$ cat config.mk
export PLATFORM = sky130hd
export DESIGN_NAME = packet_csum
export DESIGN_NICKNAME = d
export VERILOG_FILES = /design/src/rtl/packet_csum.sv
export SDC_FILE = /design/constraint.sdc
export NUM_CORES = 1
export LEC_CHECK = 0
export ABC_CLOCK_PERIOD_IN_PS = 7430
export CAP_MARGIN = 40
export CELL_PAD_IN_SITES_DETAIL_PLACEMENT = 0
export CELL_PAD_IN_SITES_GLOBAL_PLACEMENT = 1
export CORE_ASPECT_RATIO = 1.25
export CORE_MARGIN = 2
export CORE_UTILIZATION = 34
export DETAILED_ROUTE_END_ITERATION = 8
export MAX_ROUTING_LAYER = met4
export PLACE_DENSITY_LB_ADDON = 0.1
export SYNTH_ARGS = -nofsm -noshare
export SYNTH_HDL_FRONTEND = slang
export SYNTH_SLANG_ARGS = --single-unit
$ cat constraint.sdc
create_clock -name clock -period 7.43 [get_ports clock]
set_clock_uncertainty 0.1 [all_clocks]
set_input_delay 1.486 -clock clock [delete_from_list [all_inputs] [get_ports clock]]
set_output_delay 1.486 -clock clock [all_outputs]
set_load 0.02 [all_outputs]
$ cat src/rtl/packet_csum.sv
// Additive checksum accumulator: running modulo-2^WIDTH sum of forwarded beats,
// with a flag telling whether the sum plus the current beat is zero.
module packet_csum #(
    parameter int WIDTH = 8
) (
    input  logic             clock,
    input  logic             reset,
    input  logic             clear,
    input  logic             enable,
    input  logic [WIDTH-1:0] data,
    output logic [WIDTH-1:0] sum,
    output logic             zero
);

    logic [WIDTH-1:0] total;

    // Includes the beat currently presented, so the last beat is checked before it is summed.
    assign total = sum + data;
    assign zero  = (total == '0);

    always_ff @(posedge clock) begin
        if (reset) begin
            sum <= '0;
        end else if (clear) begin
            sum <= '0;
        end else if (enable) begin
            sum <= total;
        end
    end

endmodule

==> results.json <==
{
  "dp_hpwl_um": 1100,
  "fp.dieH_um": 51.9,
  "hp-class": "flip-flop to flip-flop",
  "die-width_um": 42.3,
  "synthFlopType": "dfxtp_1",
  "outcome": "finished, final reports clean",
  "initial_core_util": 0.358,
  "crit_slowest_cell": "clkdlybuf4s50_1",
  "timing.hold.ws_ns": 0.416,
  "dieArea_mm2": 0.00220,
  "rsz0062_at_grt": "no",
  "io_buffer_count": 20,
  "holdPathEnd": "sum[2]",
  "fin_tns_setup_ns": 0,
  "maxCapViolations": 0,
  "fin_area_um2": 863,
  "r2r-start": "sum[0]",
  "yosysWarnings": 0,
  "dr.pass1.iters": 2,
  "synth_edf_count": 0,
  "clock_latency_ns": 0.25,
  "drc": 0,
  "mostFrequentLayoutCells": "clkdlybuf4s50_1, nor2_1, dfxtp_1",
  "cp.required_ns": 5.84,
  "drt-wirelength-per-cell_um": 11.8,
  "htreeDepth": 1,
  "syn_area_per_cell_um2": 8.67,
  "p_seq_frac": 0.395,
  "largest_reg_flops": 8,
  "power.total_uw": 119,
  "fmax_ghz": 0.171,
  "drive_gt1_frac": 0.0645,
  "cp-end-kind": "output port",
  "grt_max_degree": 10,
  "hold_viol_final": 0,
  "peakVddDrop_mv": 0.0941,
  "clkPwrFrac": 0.268,
  "antenna_left": 0,
  "gp_congestion": 0.760,
  "internal-power_uw": 83.7,
  "clk_pin_slew_ns": 0.05,
  "clk_path_buf_depth": 2,
  "drv_slew": 0,
  "syn_area_um2": 624,
  "grt_pass1_vias": 526,
  "start_kind": "input port",
  "numCtsBuffers": 3,
  "setup_viol": 0,
  "vias_per_cell": 5.10,
  "io_pins": 21,
  "critPathMaxFanout": 2,
  "swShare": 0.295,
  "async_reset_ff_frac": 0,
  "syn-num-nets": 92,
  "crit_chain": "clkdlybuf4s50_1 -> ha_1 -> fa_1 -> xor2_1 -> or3_1 -> or3_1 -> nor4_2 -> clkdlybuf4s50_1",
  "worst_pin_slew_ns": 0.447,
  "finalCritPeriodShare": 0.788,
  "drt_iter0_drc": 4,
  "r2r_cells": 7,
  "critical_path.max_stage_delay_ns": 0.65,
  "nets": 115,
  "whs_path_depth": 2,
  "grt_usage": 0.133,
  "crit_type": "input port to output port",
  "ys_seq_elements": 8,
  "p_switching_uw": 35.0,
  "cts_hold_buf": 0,
  "arrival_ns": 4.27,
  "ys_seq_area_frac": 0.257,
  "grt_overflow": 0,
  "antennaDiodeCount": 0,
  "n_fill_cell": 179,
  "slew_headroom": 0.701,
  "cts-root-buf": "clkbuf_4",
  "timing.rr.end": "sum[6]",
  "core_mm2": 0.00174,
  "vias": 571,
  "path_buf_inv": 2,
  "synthDistinctLibCells": 30,
  "power.density_mw_per_mm2": 137,
  "post-route-min-period_ns": 5.85,
  "reg2reg_slack_ns": 5.46,
  "cellLeakagePower_nw": 0.367,
  "top_register": "sum",
  "cts_sinks": 8,
  "synth_cells": 72,
  "routed_wl_um": 1320,
  "reg.largest.list": "sum: 8 flops",
  "holdCritStartpoint": "sum[2]",
  "cts_tree": "built",
  "placed_area_um2": 841,
  "grt_first_pass_wirelength_um": 2150,
  "mostFrequentLayoutCell": "clkdlybuf4s50_1",
  "path_delay_family": "buffers and inverters",
  "grt_antenna_before_repair": 0,
  "cts_setup_buffers": 0,
  "cts_resized": 0,
  "layout.cells.non_filler": 112,
  "comb_power_share": 0.337,
  "syn2layout_area_growth_pct": 38.3,
  "core.rowCount": 17,
  "dp.cells": 109
}
-- worst reg2reg max path: cells and delay by family, from the launching register on --
family                     cells  cell delay (ns)
adders and majority gates      2             0.63
AOI/OAI and AO/OA              2             0.49
DFF                            1             0.32
and+or+nand+nor                2             0.24
muxes                          1             0.13
-- cell usage after synthesis (all sizes together), types with 2 or more instances --
library cell  instances  area [um^2]
xnor2                 3         26.3
dfxtp                 8          160
a21oi                 5         25.0
inv                   4         15.0
mux2i                 5         50.1
or3                   2         12.5
xor2                  3         26.3
ha                    7         87.6
nor2                 13         48.8
clkbuf                2         7.51
-- power by group through the flow --
stage / combinational, mW / clock (mW) / sequential, mW
finish: 0.0400 / 0.0318 / 0.0469
global route: 0.0438 / 0.0357 / 0.0472
CTS: 0.0404 / 0.0337 / 0.0469
detailed placement: 0.0401 / 0 / 0.0478
global placement: 0.0404 / 0 / 0.0478
floorplan: 0.0233 / 0 / 0.0499
-- worst max path at each step --
stage	start	endpoint	slack [ns]	depth (start not counted)
2_1_floorplan	data[0]	zero	2.47	6
3_3_place_gp	data[0]	zero	1.58	8
3_5_place_dp	data[0]	zero	1.54	8
4_1_cts	data[0]	zero	1.54	8
5_1_grt	data[0]	zero	1.48	8
6_report	data[0]	zero	1.58	8
-- metrics by stage --
| step | setup slack, ns | utilization |
|---|---|---|
| finish | 1.58 | 0.495 |
| global route | 1.48 | 0.495 |
| floorplan | 2.47 | - |
| detailed placement | 1.54 | 0.482 |
| global placement | 1.58 | 0.482 |
| CTS | 1.54 | 0.495 |
-- layout make-up --
type	count	area [um^2]	area share
Clock buffer	3	22.5	0.0261
Inverter	4	15.0	0.0174
Multi-Input combinational cell	58	442	0.512
Sequential cell	8	160	0.186
Tap cell	19	23.8	0.0275
Timing Repair Buffer	20	200	0.232
-- cells by family (layout without fill, tap and decap cells) --
kind of cell | Yosys count | after routing | synth area share
AND/OR/NAND/NOR | 24 | 24 | 0.192
multiplexers | 5 | 5 | 0.0802
AO/OA/AOI/OAI | 15 | 15 | 0.178
XOR/XNOR | 6 | 6 | 0.0842
adder cells (fa/ha/maj) | 8 | 8 | 0.172
flip-flops | 8 | 8 | 0.257
buffers and inverters | 6 | 27 | 0.0361
-- metal layers --
layer	track usage	vias to the layer above	share of wire
met2	0.205	12	0.48
met4	0.0781	0	0.0061
met1	0.170	257	0.49
li1	-	300	-
met3	0.0104	2	0.030
met5	-	-	0
(Power assumes the default switching activity.)
==> variant 1, RTL diff (config.mk and constraints unchanged) <==
Register the output `zero`; this adds one clock of latency there. The other outputs are not delayed to match.
--- a/src/rtl/packet_csum.sv
+++ b/src/rtl/packet_csum.sv
@@ -17,5 +17,7 @@
     // Includes the beat currently presented, so the last beat is checked before it is summed.
     assign total = sum + data;
-    assign zero  = (total == '0);
+    always_ff @(posedge clock) begin
+        zero <= (total == '0);
+    end
 
     always_ff @(posedge clock) begin
Function: changed (a bounded check fails within 4 cycles, from zero or initial values).
==> variant 1 against the unedited design <==
- clock power grew 18%
- combinational power grew 1%
- highest routed layer is now met3
- via count grew 1.2%
- sequential cell count grew 1
- largest cell class unchanged
- total power grew 9.7%
- cell area grew 2.9%
- final cell count grew 1.8%
- largest power group unchanged
- worst setup slack gained 2300 ps
- die area grew 2.9%
- synthesized area grew 3.2%
- hold slack gained 10 ps
- wire length grew 8.0%
==> variant 1: results (changes against the unedited design) <==
The adder and majority gate portion of the synthesized area came out at 16.7% (was 17.2%). Commonest cells in the synthesized netlist: 13 x sky130_fd_sc_hd__nor2_1, 9 x sky130_fd_sc_hd__dfxtp_1, 7 x sky130_fd_sc_hd__ha_1, 5 x sky130_fd_sc_hd__a21oi_1, 5 x sky130_fd_sc_hd__mux2i_1 (was 13 x sky130_fd_sc_hd__nor2_1, 8 x sky130_fd_sc_hd__dfxtp_1, 7 x sky130_fd_sc_hd__ha_1, 5 x sky130_fd_sc_hd__a21oi_1, 5 x sky130_fd_sc_hd__mux2i_1). The worst IR drop on VDD was 0.0865 mV (was 0.0941 mV); the tightest slew margin relative to the limit was 70.0% (was 70.1%). The flow ran to the end, and the final reports show no timing, DRC or antenna violations. The run gives 0 (unchanged) as the number of pins with negative max-slew slack in the final report. The via count of the first global-routing pass was 585 (was 526); the pre-CTS setup slack was 3640 ps (was 1540 ps). The tools report the root buffer cell as sky130_fd_sc_hd__clkbuf_4 (unchanged). Registers with the most flip-flops: sum x8, zero x1 (was sum x8).

For the routability-driven placement congestion ratio, the log shows 0.820 (was 0.760). Largest fanout on the critical path: 2 (unchanged). The clock slew at the register clock pins of the worst setup and hold paths is 70 ps (was 50 ps). The final wirelength is 1420 um (was 1320 um), and the post-synthesis share of cell area spent on xor and xnor gates is 8.16% (was 8.42%).

The first-pass GRT wire length is 2440 um (was 2150 um), and the total routing usage reported by global routing is 14.8% (was 13.3%). The share of layout cells above drive strength 1 was 7.37% (was 6.45%). The tools report the DRC violation total after the first TritonRoute iteration as 2 (was 4).

For the static leakage power, the log shows 0.379 nW (was 0.367 nW). The achievable clock frequency was 284 MHz (was 171 MHz). The number of cells traversed by the worst register-to-register path is 6 (was 7). Share of the yosys chip area belonging to registers: 28.0% (was 25.7%).

Mux share of post-synthesis cell area: 7.77% (was 8.02%). The synthesized-area fraction occupied by ao, oa, aoi and oai cells came out at 17.3% (was 17.8%). The internal power consumption is 0.0000904 W (was 0.0000837 W). The run gives 578 (was 571) as the routed via count. Cell types occupying the most area after synthesis: sky130_fd_sc_hd__dfxtp_1 28%, sky130_fd_sc_hd__ha_1 14%, sky130_fd_sc_hd__mux2i_1 7.8% (was sky130_fd_sc_hd__dfxtp_1 26%, sky130_fd_sc_hd__ha_1 14%, sky130_fd_sc_hd__mux2i_1 8.0%).

Net count after synthesis: 93 (was 92). Tightest hold margin: 426 ps (was 416 ps).
variant 1: power by group through the flow:
stage | logic, W | registers, W | clock network (W)
floorplan | 0.0000233 | 0.0000555 | 0
global placement | 0.0000407 | 0.0000533 | 0
detailed placement | 0.0000408 | 0.0000533 | 0
CTS | 0.0000411 | 0.0000522 | 0.0000394
global route | 0.0000454 | 0.0000524 | 0.0000420
finish | 0.0000405 | 0.0000521 | 0.0000376
variant 1: per-stage QoR:
| stage | area, um2 | instances |
|---|---|---|
| after global routing | 888 | 114 |
| after global placement | 861 | 110 |
| after detailed placement | 861 | 110 |
| final | 888 | 114 |
| after CTS | 888 | 114 |
| after floorplan | 644 | 73 |
variant 1: worst max-delay path: stages:
cell	delay, ps
sky130_fd_sc_hd__clkdlybuf4s50_1	400
sky130_fd_sc_hd__ha_1	230
sky130_fd_sc_hd__fa_1	400
sky130_fd_sc_hd__xor2_1	170
sky130_fd_sc_hd__or3_1	300
sky130_fd_sc_hd__or3_1	400
sky130_fd_sc_hd__nor4_2	200
variant 1: final timing paths:
path         startpoint      to
max             data[0]    zero
max reg2reg      sum[0]    zero
min reg2reg      sum[2]  sum[2]
min              sum[2]  sum[2]
variant 1: cell type report:
| type | instances | area [um2] | share of cell area [%] |
|---|---|---|---|
| clock buffer | 3 | 22.5 | 2.54 |
| clock inverter | 1 | 5.00 | 0.563 |
| inverter | 4 | 15.0 | 1.69 |
| multi-input combinational | 58 | 442 | 49.7 |
| sequential | 9 | 180 | 20.3 |
| tap | 19 | 23.8 | 2.68 |
| timing repair buffer | 20 | 200 | 22.5 |
variant 1: layer usage:
layer	track usage, %	vias up	wire (um)
li1	-	304	-
met1	16.1	257	639
met2	27.5	17	721
met3	3.10	0	64
met4	3.03	0	0
met5	-	-	0
==> variant 2, RTL diff (same settings) <==
Without the edit above. Add an input register stage for `clear`, `enable` and `data`, with the module's reset; this delays them by one clock.
--- a/src/rtl/packet_csum.sv
+++ b/src/rtl/packet_csum.sv
@@ -13,8 +13,24 @@
 );
 
+    logic clear_q;
+    logic enable_q;
+    logic [WIDTH-1:0] data_q;
+
+    always_ff @(posedge clock) begin
+        if (reset) begin
+            clear_q  <= '0;
+            enable_q <= '0;
+            data_q   <= '0;
+        end else begin
+            clear_q  <= clear;
+            enable_q <= enable;
+            data_q   <= data;
+        end
+    end
+
     logic [WIDTH-1:0] total;
 
     // Includes the beat currently presented, so the last beat is checked before it is summed.
-    assign total = sum + data;
+    assign total = sum + data_q;
     assign zero  = (total == '0);
 
@@ -22,7 +38,7 @@
         if (reset) begin
             sum <= '0;
-        end else if (clear) begin
+        end else if (clear_q) begin
             sum <= '0;
-        end else if (enable) begin
+        end else if (enable_q) begin
             sum <= total;
         end
Formal check against the unedited RTL: not equivalent (a bounded check fails within 4 cycles, from zero or initial values and one cycle with reset high).
==> variant 2 against the unedited design <==
- worst setup slack improved by 1300 ps
- critical path depth fell by 1
- wire length is 30% higher
- cell area grew 34%
- global-route usage is 0.24 points higher
- total power increased by 68%
- synthesized cell count up 29%
- synthesized area grew 43%
- sequential cell count rose by 10
- critical path type is now reg2out
- largest cell class unchanged
- largest power group unchanged
==> variant 2: results (changes against the unedited design) <==
The cell family with the largest share of critical-path delay was simple AND/OR/NAND/NOR gates (was buffers and inverters). The average via count per standard cell is 4.78 (was 5.10), and the share of layout cells above drive strength 1 is 6.14% (was 6.45%). The clock slew at the register clock pins of the worst setup and hold paths is 100 ps (was 50 ps), and the met3 usage in global routing is 2.91% (was 1.04%). Registers with the most flip-flops: data_q x8, sum x8 (was sum x8). The tightest slew margin relative to the limit came out at 68.6% (was 70.1%).

The via count of the first global-routing pass is 701 (was 526). The net count after synthesis is 113 (was 92), and the half-perimeter wire length of the detailed placement result is 1340 um (was 1100 um). The run gives 262 (was 179) as the filler cell count in the final layout.

Largest fanout on the critical path: 3 (was 2). The worst IR drop on VDD is 0.116 mV (was 0.0941 mV). Commonest cells in the synthesized netlist: 18 x sky130_fd_sc_hd__dfxtp_1, 13 x sky130_fd_sc_hd__nor2_1, 11 x sky130_fd_sc_hd__nor2b_1, 7 x sky130_fd_sc_hd__ha_1 (was 13 x sky130_fd_sc_hd__nor2_1, 8 x sky130_fd_sc_hd__dfxtp_1, 7 x sky130_fd_sc_hd__ha_1, 5 x sky130_fd_sc_hd__a21oi_1, 5 x sky130_fd_sc_hd__mux2i_1). The port buffer count works out to 20 (unchanged). The run gives 13.5% (was 13.3%) as the total routing usage reported by global routing. The final wirelength came out at 1720 um (was 1320 um). Cell types occupying the most area after synthesis: sky130_fd_sc_hd__dfxtp_1 40%, sky130_fd_sc_hd__ha_1 9.8%, sky130_fd_sc_hd__nor2b_1 7.7% (was sky130_fd_sc_hd__dfxtp_1 26%, sky130_fd_sc_hd__ha_1 14%, sky130_fd_sc_hd__mux2i_1 8.0%).

The global-route track usage on met2 is 21.0% (was 20.5%). The clock latency on the worst-skew pair came out at 290 ps (was 250 ps). The met1 routing resource usage after global routing came out at 16.2% (was 17.0%). The routability-driven placement congestion ratio came out at 0.804 (was 0.760). The logs give 2940 um (was 2150 um) for the first-pass GRT wire length and 0.472 nW (was 0.367 nW) for the static leakage power. The tools report the first-pass iteration count of the detailed router as 4 (was 2).

The flow ran to the end, and the final reports show no timing, DRC or antenna violations. The logs give 40.4% (was 25.7%) for the share of the yosys chip area belonging to registers and 20 (was 4) for the DRC violation total after the first TritonRoute iteration. The run gives 13 (was 10) as the pin count of the biggest net entering global routing.
[variant 2: changes by cell type in the layout (fill, tap and decap cells not counted)]
cell	unedited run	this run
sky130_fd_sc_hd__nor2b_1	1	11
sky130_fd_sc_hd__clkbuf_8	0	1
sky130_fd_sc_hd__dfxtp_1	8	18
[variant 2: where the power goes]
part / switching [W] / leakage, nW / internal [W] / total (W)
logic: 0.0000171 / 0.303 / 0.0000191 / 0.0000363
clock network: 0.0000294 / 0.0210 / 0.0000298 / 0.0000592
registers: 0.00000354 / 0.148 / 0.000101 / 0.000105
[variant 2: worst reg2reg max path, delay by kind of cell, from the launching register on]
kind | cells | cell delay (ps)
AOI/OAI and AO/OA | 2 | 540
muxes | 1 | 140
and+or+nand+nor | 2 | 260
DFF | 1 | 340
adders and majority gates | 2 | 640
[variant 2: final cells by class]
type | count | share of cell area [%]
Sequential cell | 18 | 31.1
Multi-Input combinational cell | 68 | 43.6
Timing Repair Buffer | 20 | 17.3
Tap cell | 33 | 3.57
Inverter | 4 | 1.30
Clock buffer | 4 | 3.14
[variant 2: final timing paths]
check / startpoint / endpoint / slack [ps] / cells after the start
max: sum[0] / zero / 2840 / 7
min: sum[2] / sum[2] / 420 / 2
max reg2reg: sum[0] / sum[6] / 5360 / 7
min reg2reg: sum[2] / sum[2] / 420 / 2
[variant 2: per-layer routing]
layer | routed length [um] | vias up
met4 | 27 | 0
met3 | 56 | 4
li1 | - | 363
met1 | 823 | 320
met2 | 809 | 15
met5 | 0 | -
[variant 2: logic make-up (layout without fill, tap and decap cells)]
kind of cell	after synthesis	in the layout	share of synthesized area, %
xor gates and xnor gates	6	6	5.90
DFF	18	18	40.4
and+or+nand+nor	34	34	20.5
AOI/OAI and AO/OA	15	15	12.5
buffers and inverters	7	28	2.95
muxes	5	5	5.62
adders and majority gates	8	8	12.1
[variant 2: stage by stage]
stage                     power, W  cell area [um2]  setup WS (ps)  cells
after floorplan           0.000129              891           3540     93
after global placement    0.000143             1120           3180    143
after detailed placement  0.000143             1120           3140    143
after CTS                 0.000203             1160           2810    147
after global routing      0.000213             1160           2700    147
final                     0.000200             1160           2840    147
